$ cat src/rtl/add_res_station.sv
// add_res_station: adder reservation station with CDB snooping and a pipelined 32-bit add/sub unit
module add_res_station #(
  parameter int NUM_ENTRIES = 4,
  parameter int TAG_BASE = 1,
  parameter int EXEC_LAT = 2
) (
  input  logic        clk,
  input  logic        reset,
  input  logic        issue_valid,
  input  logic        issue_sub,
  input  logic [3:0]  rs1_tag_in,
  input  logic [31:0] rs1_val_in,
  input  logic [3:0]  rs2_tag_in,
  input  logic [31:0] rs2_val_in,
  output logic [3:0]  add_available,
  output logic        stall,
  input  logic        mul_broadcast_valid,
  input  logic [3:0]  mul_broadcast_tag,
  input  logic [31:0] mul_broadcast_value,
  output logic        broadcast_valid,
  output logic [3:0]  broadcast_tag,
  output logic [31:0] broadcast_value
);
  localparam int IW = NUM_ENTRIES > 1 ? $clog2(NUM_ENTRIES) : 1;
  typedef enum logic [1:0] {IDLE, WAIT, READY, EXEC} state_t;
  state_t      st [NUM_ENTRIES];
  logic        sub_q [NUM_ENTRIES];
  logic [3:0]  tag1 [NUM_ENTRIES];
  logic [3:0]  tag2 [NUM_ENTRIES];
  logic [31:0] val1 [NUM_ENTRIES];
  logic [31:0] val2 [NUM_ENTRIES];
  logic [3:0]  s_tag1 [NUM_ENTRIES];
  logic [3:0]  s_tag2 [NUM_ENTRIES];
  logic [31:0] s_val1 [NUM_ENTRIES];
  logic [31:0] s_val2 [NUM_ENTRIES];
  logic [3:0]  i_tag1, i_tag2;
  logic [31:0] i_val1, i_val2;
  logic [IW-1:0] free_idx, disp_idx;
  logic        disp;
  logic        p_vld [EXEC_LAT];
  logic        p_sub [EXEC_LAT];
  logic [3:0]  p_tag [EXEC_LAT];
  logic [31:0] p_a [EXEC_LAT];
  logic [31:0] p_b [EXEC_LAT];
  // a pending tag resolves against our own result bus or the multiplier bus; the buses never share a tag
  function automatic logic [35:0] resolve(input logic [3:0] t, input logic [31:0] v);
    return (t != 4'd0 && broadcast_valid && t == broadcast_tag) ? {4'd0, broadcast_value} :
           (t != 4'd0 && mul_broadcast_valid && t == mul_broadcast_tag) ? {4'd0, mul_broadcast_value} :
           {t, v};
  endfunction
  // lowest free entry for allocation and lowest ready entry for dispatch, from current state only
  always_comb begin
    add_available = 4'd0;
    stall = 1'b1;
    free_idx = '0;
    disp = 1'b0;
    disp_idx = '0;
    for (int i = NUM_ENTRIES - 1; i >= 0; i--) begin
      if (st[i] == IDLE) begin
        add_available = 4'(TAG_BASE + i);
        stall = 1'b0;
        free_idx = IW'(i);
      end
      if (st[i] == READY) begin
        disp = 1'b1;
        disp_idx = IW'(i);
      end
    end
  end
  // operand values as they would look after this cycle's broadcasts, for issue bypass and snooping
  always_comb begin
    {i_tag1, i_val1} = resolve(rs1_tag_in, rs1_val_in);
    {i_tag2, i_val2} = resolve(rs2_tag_in, rs2_val_in);
    for (int i = 0; i < NUM_ENTRIES; i++) begin
      {s_tag1[i], s_val1[i]} = resolve(tag1[i], val1[i]);
      {s_tag2[i], s_val2[i]} = resolve(tag2[i], val2[i]);
    end
  end
  // entry state, adder pipe and registered result broadcast
  always_ff @(posedge clk) begin
    if (!reset) begin
      for (int i = 0; i < NUM_ENTRIES; i++) begin
        st[i] <= IDLE;
        sub_q[i] <= 1'b0;
        tag1[i] <= 4'd0;
        tag2[i] <= 4'd0;
        val1[i] <= 32'd0;
        val2[i] <= 32'd0;
      end
      for (int k = 0; k < EXEC_LAT; k++) begin
        p_vld[k] <= 1'b0;
        p_sub[k] <= 1'b0;
        p_tag[k] <= 4'd0;
        p_a[k] <= 32'd0;
        p_b[k] <= 32'd0;
      end
      broadcast_valid <= 1'b0;
      broadcast_tag <= 4'd0;
      broadcast_value <= 32'd0;
    end else begin
      for (int i = 0; i < NUM_ENTRIES; i++) begin
        if (st[i] == WAIT) begin
          tag1[i] <= s_tag1[i];
          val1[i] <= s_val1[i];
          tag2[i] <= s_tag2[i];
          val2[i] <= s_val2[i];
          st[i] <= (s_tag1[i] == 4'd0 && s_tag2[i] == 4'd0) ? READY : WAIT;
        end
        if (disp && disp_idx == IW'(i)) st[i] <= EXEC;
        if (p_vld[EXEC_LAT-1] && p_tag[EXEC_LAT-1] == 4'(TAG_BASE + i)) st[i] <= IDLE;
        if (issue_valid && !stall && free_idx == IW'(i)) begin
          sub_q[i] <= issue_sub;
          tag1[i] <= i_tag1;
          val1[i] <= i_val1;
          tag2[i] <= i_tag2;
          val2[i] <= i_val2;
          st[i] <= (i_tag1 == 4'd0 && i_tag2 == 4'd0) ? READY : WAIT;
        end
      end
      p_vld[0] <= disp;
      p_sub[0] <= sub_q[disp_idx];
      p_tag[0] <= 4'(TAG_BASE) + 4'(disp_idx);
      p_a[0] <= val1[disp_idx];
      p_b[0] <= val2[disp_idx];
      for (int k = 1; k < EXEC_LAT; k++) begin
        p_vld[k] <= p_vld[k-1];
        p_sub[k] <= p_sub[k-1];
        p_tag[k] <= p_tag[k-1];
        p_a[k] <= p_a[k-1];
        p_b[k] <= p_b[k-1];
      end
      broadcast_valid <= p_vld[EXEC_LAT-1];
      broadcast_tag <= p_vld[EXEC_LAT-1] ? p_tag[EXEC_LAT-1] : 4'd0;
      broadcast_value <= p_vld[EXEC_LAT-1] ?
                         (p_sub[EXEC_LAT-1] ? p_a[EXEC_LAT-1] - p_b[EXEC_LAT-1] : p_a[EXEC_LAT-1] + p_b[EXEC_LAT-1]) :
                         32'd0;
    end
  end
endmodule
$ cat config.mk
export PLATFORM = sky130hd
export DESIGN_NAME = add_res_station
export DESIGN_NICKNAME = d
export VERILOG_FILES = /design/src/rtl/add_res_station.sv
export SDC_FILE = /design/constraint.sdc
export NUM_CORES = 1
export LEC_CHECK = 0
export BUFFER_PORTS_ARGS = -buffer_cell sky130_fd_sc_hd__buf_4
export CORE_ASPECT_RATIO = 1.5
export CORE_MARGIN = 1.5
export CORE_UTILIZATION = 56
export CTS_CLUSTER_SIZE = 20
export DETAILED_ROUTE_END_ITERATION = 8
export GPL_ROUTABILITY_DRIVEN = 0
export PLACE_DENSITY = 0.7
export SLEW_MARGIN = 25
export SYNTH_ARGS = -nofsm -noshare
export SYNTH_HDL_FRONTEND = slang
export SYNTH_SLANG_ARGS = --single-unit
$ cat constraint.sdc
create_clock -name clk -period 8.7 [get_ports clk]
set_input_delay 0.87 -clock clk [delete_from_list [all_inputs] [get_ports clk]]
set_output_delay 0.87 -clock clk [all_outputs]
set_load 0.1 [all_outputs]
## Yosys cells after proc, flatten, opt, wreduce, memory -nomap -nowiden

Memory sizes are Yosys's and may differ from the RTL's.
Index checks and enable logic that the tools add are counted.

| word-level totals | value |
|---|---|
| bits in latches | 0 |
| memory bits (read-only) | 0 |
| word-level logic and storage cells | 377 |
| bits in writable memories | 440 |
| memories | 11 |
| register bits after elaboration | 37 |

| cells by class | value |
|---|---|
| multiplexer cells | 158 |
| $add $sub $neg | 3 |
| multipliers | 0 |
| bitwise logic cells | 62 |
| shift operators | 0 |
| reduce and logical (&&, ||, !) cells | 94 |
| div/mod/pow operators | 0 |
| equality and inequality tests | 46 |
| order comparisons | 0 |

Memories:

| memory | depth | width | read ports | clocked after Yosys merged registers in | wr ports | line | source |
|---|---|---|---|---|---|---|---|
| val1 | 4 | 32 | 1 | 0 | 4 | 30 | `logic [31:0] val1 [NUM_ENTRIES];` |
| val2 | 4 | 32 | 1 | 0 | 4 | 31 | `logic [31:0] val2 [NUM_ENTRIES];` |
| p_a | 2 | 32 | 2 | 0 | 2 | 43 | `logic [31:0] p_a [EXEC_LAT];` |
| p_b | 2 | 32 | 2 | 0 | 2 | 44 | `logic [31:0] p_b [EXEC_LAT];` |
| tag1 | 4 | 4 | 4 | 0 | 4 | 28 | `logic [3:0] tag1 [NUM_ENTRIES];` |
| tag2 | 4 | 4 | 4 | 0 | 4 | 29 | `logic [3:0] tag2 [NUM_ENTRIES];` |
| 5 more memories | - | - | - | - | - | - |  |

Operators by type and width:

| kind | number |
|---|---|
| 36-bit two-way mux | 20 |
| 32-bit two-way mux | 21 |
| 4-bit two-way mux | 21 |
| 4-bit equality test | 20 |
| 1-bit two-way mux | 66 |
| 1-bit bitwise OR | 62 |
| 1-bit logical AND | 58 |
| 2-bit two-way mux | 29 |
| 4-bit logical NOT | 10 |
| 4-bit nonzero test | 10 |
| 32-bit adder | 1 |
| 32-bit subtractor | 1 |
| 2-bit AND reduction | 9 |
| 2-bit equality test (second input constant) | 8 |
| 2-bit inequality test (second input constant) | 8 |
| 2-bit by 1-bit equality test with 1-bit output (second input constant) | 6 |
| 2-bit logical NOT | 6 |
| 4-bit by 2-bit equality test with 1-bit output (second input constant) | 2 |
| 4-bit by 1-bit equality test with 1-bit output (second input constant) | 1 |
| 4-bit by 3-bit equality test with 1-bit output (second input constant) | 1 |
| 1-bit by 2-bit adder with 3-bit output (first input constant) | 1 |
| 3-bit two-way mux | 1 |
| 1-bit logical NOT | 1 |

## Depth between registers and ports, before layout

| logic depth | value |
|---|---|
| word-level depth | 13 |
| mapped depth | 18 |
| depth with buffers taken out | 17 |

## Least setup slack after synthesis

OpenSTA, ideal clock, no wires.

| timing | value |
|---|---|
| kind | register to register |
| from | mem st[1][1] (netlist bit) |
| to | mem val1[3][0] (enable) |
| setup time | 0.390 ns |
| data required time | 8.310 ns |
| clock period less this slack | 4.442 ns |
| slack | 4.258 ns |
| arrival | 4.052 ns |
| stages on the path, launching flop included | 7 |
| cells stage by stage | edfxtp_1 nor2_1 nor2_1 o21ai_1 nor3_1 a21boi_1 nand2_1 |

RTL lines:

| what | line | source |
|---|---|---|
| start: declaration | 26 | `state_t st [NUM_ENTRIES];` |
| end: declaration | 30 |  |

==> impl_summary.md <==
Run status
The flow ran to the end, and the final reports show no timing, DRC or antenna violations.

Layout
The end-of-flow core utilization is between 60% and 70%. The count of antenna diodes in the layout is 0. The synthesis-to-finish area growth is 11.1%. In the final layout, the share of cells above drive strength 1 is 14.7%. The final layout contains roughly 2600 nets.

Worst setup path
The endpoint of the worst-slack reg-to-reg timing path is broadcast_value[31]. The worst register-to-register path has a setup slack of between 4 and 5 ns. Along the worst path, the maximum fanout reaches 6. The worst register-to-register path begins at p_b[0][32]. The critical path start-end classification is reg2reg.

For the worst setup path, the data arrival time is ~4.6 ns. Data on the critical path is required at its endpoint by slightly above 9 ns. The critical path launch point type is a flop. The number of cells on the worst reg-to-reg path is 17. The critical path goes through inv_1 > ha_1 > or3b_1 > and4bb_1 > and2_1 > nand2_1 > nor2_1 > a21oi_1 > xnor2_1 > ha_1 > a21o_1 > a21o_1 > a211oi_1 > nand2_1 > o31ai_1 > xnor2_1 > nor2_1. The largest single stage delay on the critical path is 0.36 ns. The endpoint kind of the worst setup timing path is a flop. The critical-path cell with the highest stage delay is sky130_fd_sc_hd__or3b_1.

Clocking
CTS built an H-tree with a depth of 2. The source-to-sink clock delay at the later pin of the worst-skew pair is about 0.59 ns. Counting every sink on the clock net gives ~470. Once the clock tree was built, the resizer swapped 0 gates to a different size.

Clock tree synthesis selected as its root buffer the cell sky130_fd_sc_hd__clkbuf_16. The number of buffers inserted by hold repair at cts is 0. After clock tree synthesis, the clock-pin slew on the worst setup and hold paths is 0.07 ns. The buffers inserted during post-CTS setup optimization is 0. TritonCTS built the clock tree. The clock passes through at most 3 buffers. The number of clock buffers inserted by TritonCTS is 46.

Timing
The final hold violation count was 0. Setup repair after global routing left no endpoint under its margin. Summed over all failing endpoints, the final setup total negative slack is 0 ns. The final critical path takes up roughly half of the cycle. The final setup violation count is 0. The transition time of the tightest slew-check pin is around 1.1 ns. Derived from the worst setup path, the maximum achievable clock frequency is approximately 240 MHz. The worst clock skew is 0.0239 ns. The max-slew violation total from the final report is 0. The worst pin sits at a relative slew slack of roughly 29%.

After layout, the minimum clock period comes to between 4 and 5 ns.

Placed design
The sum of net half-perimeters after detailed placement is around 50000 um. The count of port buffers added during placement is about 150.

Yosys
In the post-synthesis netlist, the biggest area contributors are sky130_fd_sc_hd__edfxtp_1, sky130_fd_sc_hd__dfxtp_1, sky130_fd_sc_hd__mux2i_1, sky130_fd_sc_hd__mux4_2, sky130_fd_sc_hd__o21ai_1. The mean instance size in the synthesized netlist is between 10 and 15 um^2. Of all cell types, the one taking the most synthesized area is sky130_fd_sc_hd__edfxtp_1. The synthesized area is ~26000 um^2. Yosys printed 0 warnings. In this run, synthesis inferred a little under 300 flip-flops with an integrated enable. In the synthesized netlist the async set-or-reset flop fraction comes to 0%. Of the synthesized area, sequential elements account for a little under half. The number of distinct standard cells referenced by the synthesized netlist is 71.

After synthesis, the most frequently instantiated cells are sky130_fd_sc_hd__mux2i_1, sky130_fd_sc_hd__edfxtp_1, sky130_fd_sc_hd__nand2_1. Synthesis produced a netlist whose cell count is between 2000 and 2500. The fraction of synthesized cell area taken by the top area cell type is ~34%. The number of storage elements in the synthesis netlist is 474. The library cell with the highest instance count after synthesis is sky130_fd_sc_hd__mux2i_1. Among all flip-flop cells after synthesis, the most frequent one is sky130_fd_sc_hd__edfxtp_1.

Routing
The number of DRC markers in iteration 0 is ~2300. In the routed layout, each cell is associated on average with a via count of about 6.6. Wires add up to 80300 um. The antenna violation net count after detailed routing is 0. The final routed DRC violation total is 0. Detailed routing inserted a total of between 20000 and 25000 vias. Dividing the detail-routed wire length by the instance count gives approximately 26 um.

The number of detailed-route iterations in the first pass is 6.

Flow run
The max-cap violation count is 0.

GRT
The aggregate global-route resource usage is around a third. Entering global routing, the biggest net connects 90 pins. For this run the aggregate overflow at the end of global routing stands at 0. The via count of the first global-routing pass was 20312.

The global-route wire length before repair is ~120000 um. The initial antenna violation count is 3.

Floorplanning
The floorplan step set the die height to 267 um. The die span in x is roughly 180 um. The starting density of the core is between 50% and 60%.

The floorplan has 96 rows. The core area is around 46000 um^2. For this design the top-level I/O count stands at 155. The full die area is 47900 um^2.

Worst hold path
The startpoint identified for the worst hold timing path is p_b[0][24]. The type of the tightest min-delay check is reg2reg. For hold timing, the worst endpoint is p_b[0][56].

The cell depth of the worst hold path is 1.

Power and ir drop
The analysis attributes to cell leakage a power of around 12 nW. VDD sags by at most roughly 0.00018 V. The design draws 8.52 mW. The cell area power density is between 200 and 300 nW/um^2.
## flip-flops by register name, summed over array words and instances (netlist names), 3 cells and up
signal,flops
broadcast_tag,3
broadcast_value,32
p_a,64
p_b,64
p_tag,6
st,8
sub_q,4
tag1,16
tag2,16
val1,128
val2,128
## layer usage
layer	vias up	global-route usage, %	wire length [um]
li1	9040	-	-
met1	9969	43.3	30000
met2	1259	55.2	38700
met3	301	5.12	7300
met4	4	17.1	4210
met5	-	0	31
## worst max-delay path by stage
stage	start	endpoint	slack, ns	depth (start not counted)
2_1_floorplan	st[1][1]	val1[3][0]	4.26	6
3_3_place_gp	broadcast_tag[2]	val1[2][0]	4.54	7
3_5_place_dp	p_b[0][32]	broadcast_value[31]	4.61	17
4_1_cts	p_b[0][32]	broadcast_value[31]	4.57	17
5_1_grt	p_b[0][32]	broadcast_value[31]	4.19	17
6_report	p_b[0][32]	broadcast_value[31]	4.51	17
## logic make-up (layout without fill, tap and decap cells)
group           after synthesis  after routing  share of synthesized area, %
buf+inv                     252            299                          4.16
fa+ha+maj                    36             36                          1.76
compound gates              525            525                          11.5
simple gates                679            679                          12.8
mux                         391            391                          18.1
other cells                   1              2                        0.0144
flops                       474            474                          47.8
xor+xnor                    112            112                          3.79
## critical path: cells and delay by family (launching register included)
kind            cells  cell delay, ns
compound gates      5            1.13
fa+ha+maj           2            0.53
buf+inv             1            0.07
simple gates        7            1.56
xor+xnor            2            0.41
flops               1            0.34
## stage by stage
| step | hold WS [ns] | setup slack [ns] | instances | cell area [um^2] |
|---|---|---|---|---|
| detailed placement | 0.417 | 4.61 | 3020 | 27400 |
| CTS | 0.431 | 4.57 | 3106 | 28900 |
| global route | 0.437 | 4.19 | 3106 | 28900 |
| finish | 0.430 | 4.51 | 3106 | 28900 |
| floorplan | 0.412 | 4.26 | 2471 | 26100 |
| global placement | 0.415 | 4.54 | 3020 | 27300 |
## placed cells by master (no fill, tap or decap), types with 10 or more instances in the layout
cell | Yosys | final
sky130_fd_sc_hd__ha_1 | 35 | 35
sky130_fd_sc_hd__o21ai_1 | 242 | 240
sky130_fd_sc_hd__o21ai_0 | 17 | 17
sky130_fd_sc_hd__clkbuf_8 | 0 | 14
sky130_fd_sc_hd__a21o_1 | 14 | 14
sky130_fd_sc_hd__and2_1 | 143 | 143
sky130_fd_sc_hd__nor4_1 | 17 | 15
sky130_fd_sc_hd__buf_4 | 8 | 190
sky130_fd_sc_hd__and3_1 | 10 | 10
sky130_fd_sc_hd__nor2_1 | 75 | 75
sky130_fd_sc_hd__xor2_1 | 32 | 32
sky130_fd_sc_hd__nand2_1 | 292 | 286
sky130_fd_sc_hd__nand3_1 | 23 | 15
sky130_fd_sc_hd__nand4_1 | 15 | 15
sky130_fd_sc_hd__edfxtp_1 | 297 | 297
sky130_fd_sc_hd__xnor2_1 | 79 | 79
sky130_fd_sc_hd__clkbuf_16 | 0 | 51
sky130_fd_sc_hd__mux2i_1 | 326 | 326
sky130_fd_sc_hd__inv_1 | 22 | 24
sky130_fd_sc_hd__nor3_1 | 44 | 41
sky130_fd_sc_hd__a31oi_1 | 11 | 11
sky130_fd_sc_hd__mux4_2 | 65 | 65
sky130_fd_sc_hd__dfxtp_1 | 177 | 177
sky130_fd_sc_hd__a21oi_1 | 58 | 58
sky130_fd_sc_hd__o22ai_1 | 139 | 139
## area by class of cell
type	instances	area, um^2
repair buffers	190	1430
well taps	588	736
multi-input cells	1745	12700
flip-flops and latches	474	12500
inverters	23	88.8
clock inverters	12	81.3
clock buffers	74	1500
fillers	3646	16900
## where the power goes
| group | internal [mW] | switching [mW] | total (mW) | leakage, nW |
|---|---|---|---|---|
| clock | 1.19 | 0.888 | 2.08 | 0.797 |
| combinational | 1.26 | 1.95 | 3.22 | 6.75 |
| sequential | 2.89 | 0.337 | 3.23 | 4.55 |
No activity file was read; power rests on OpenSTA's default activity.
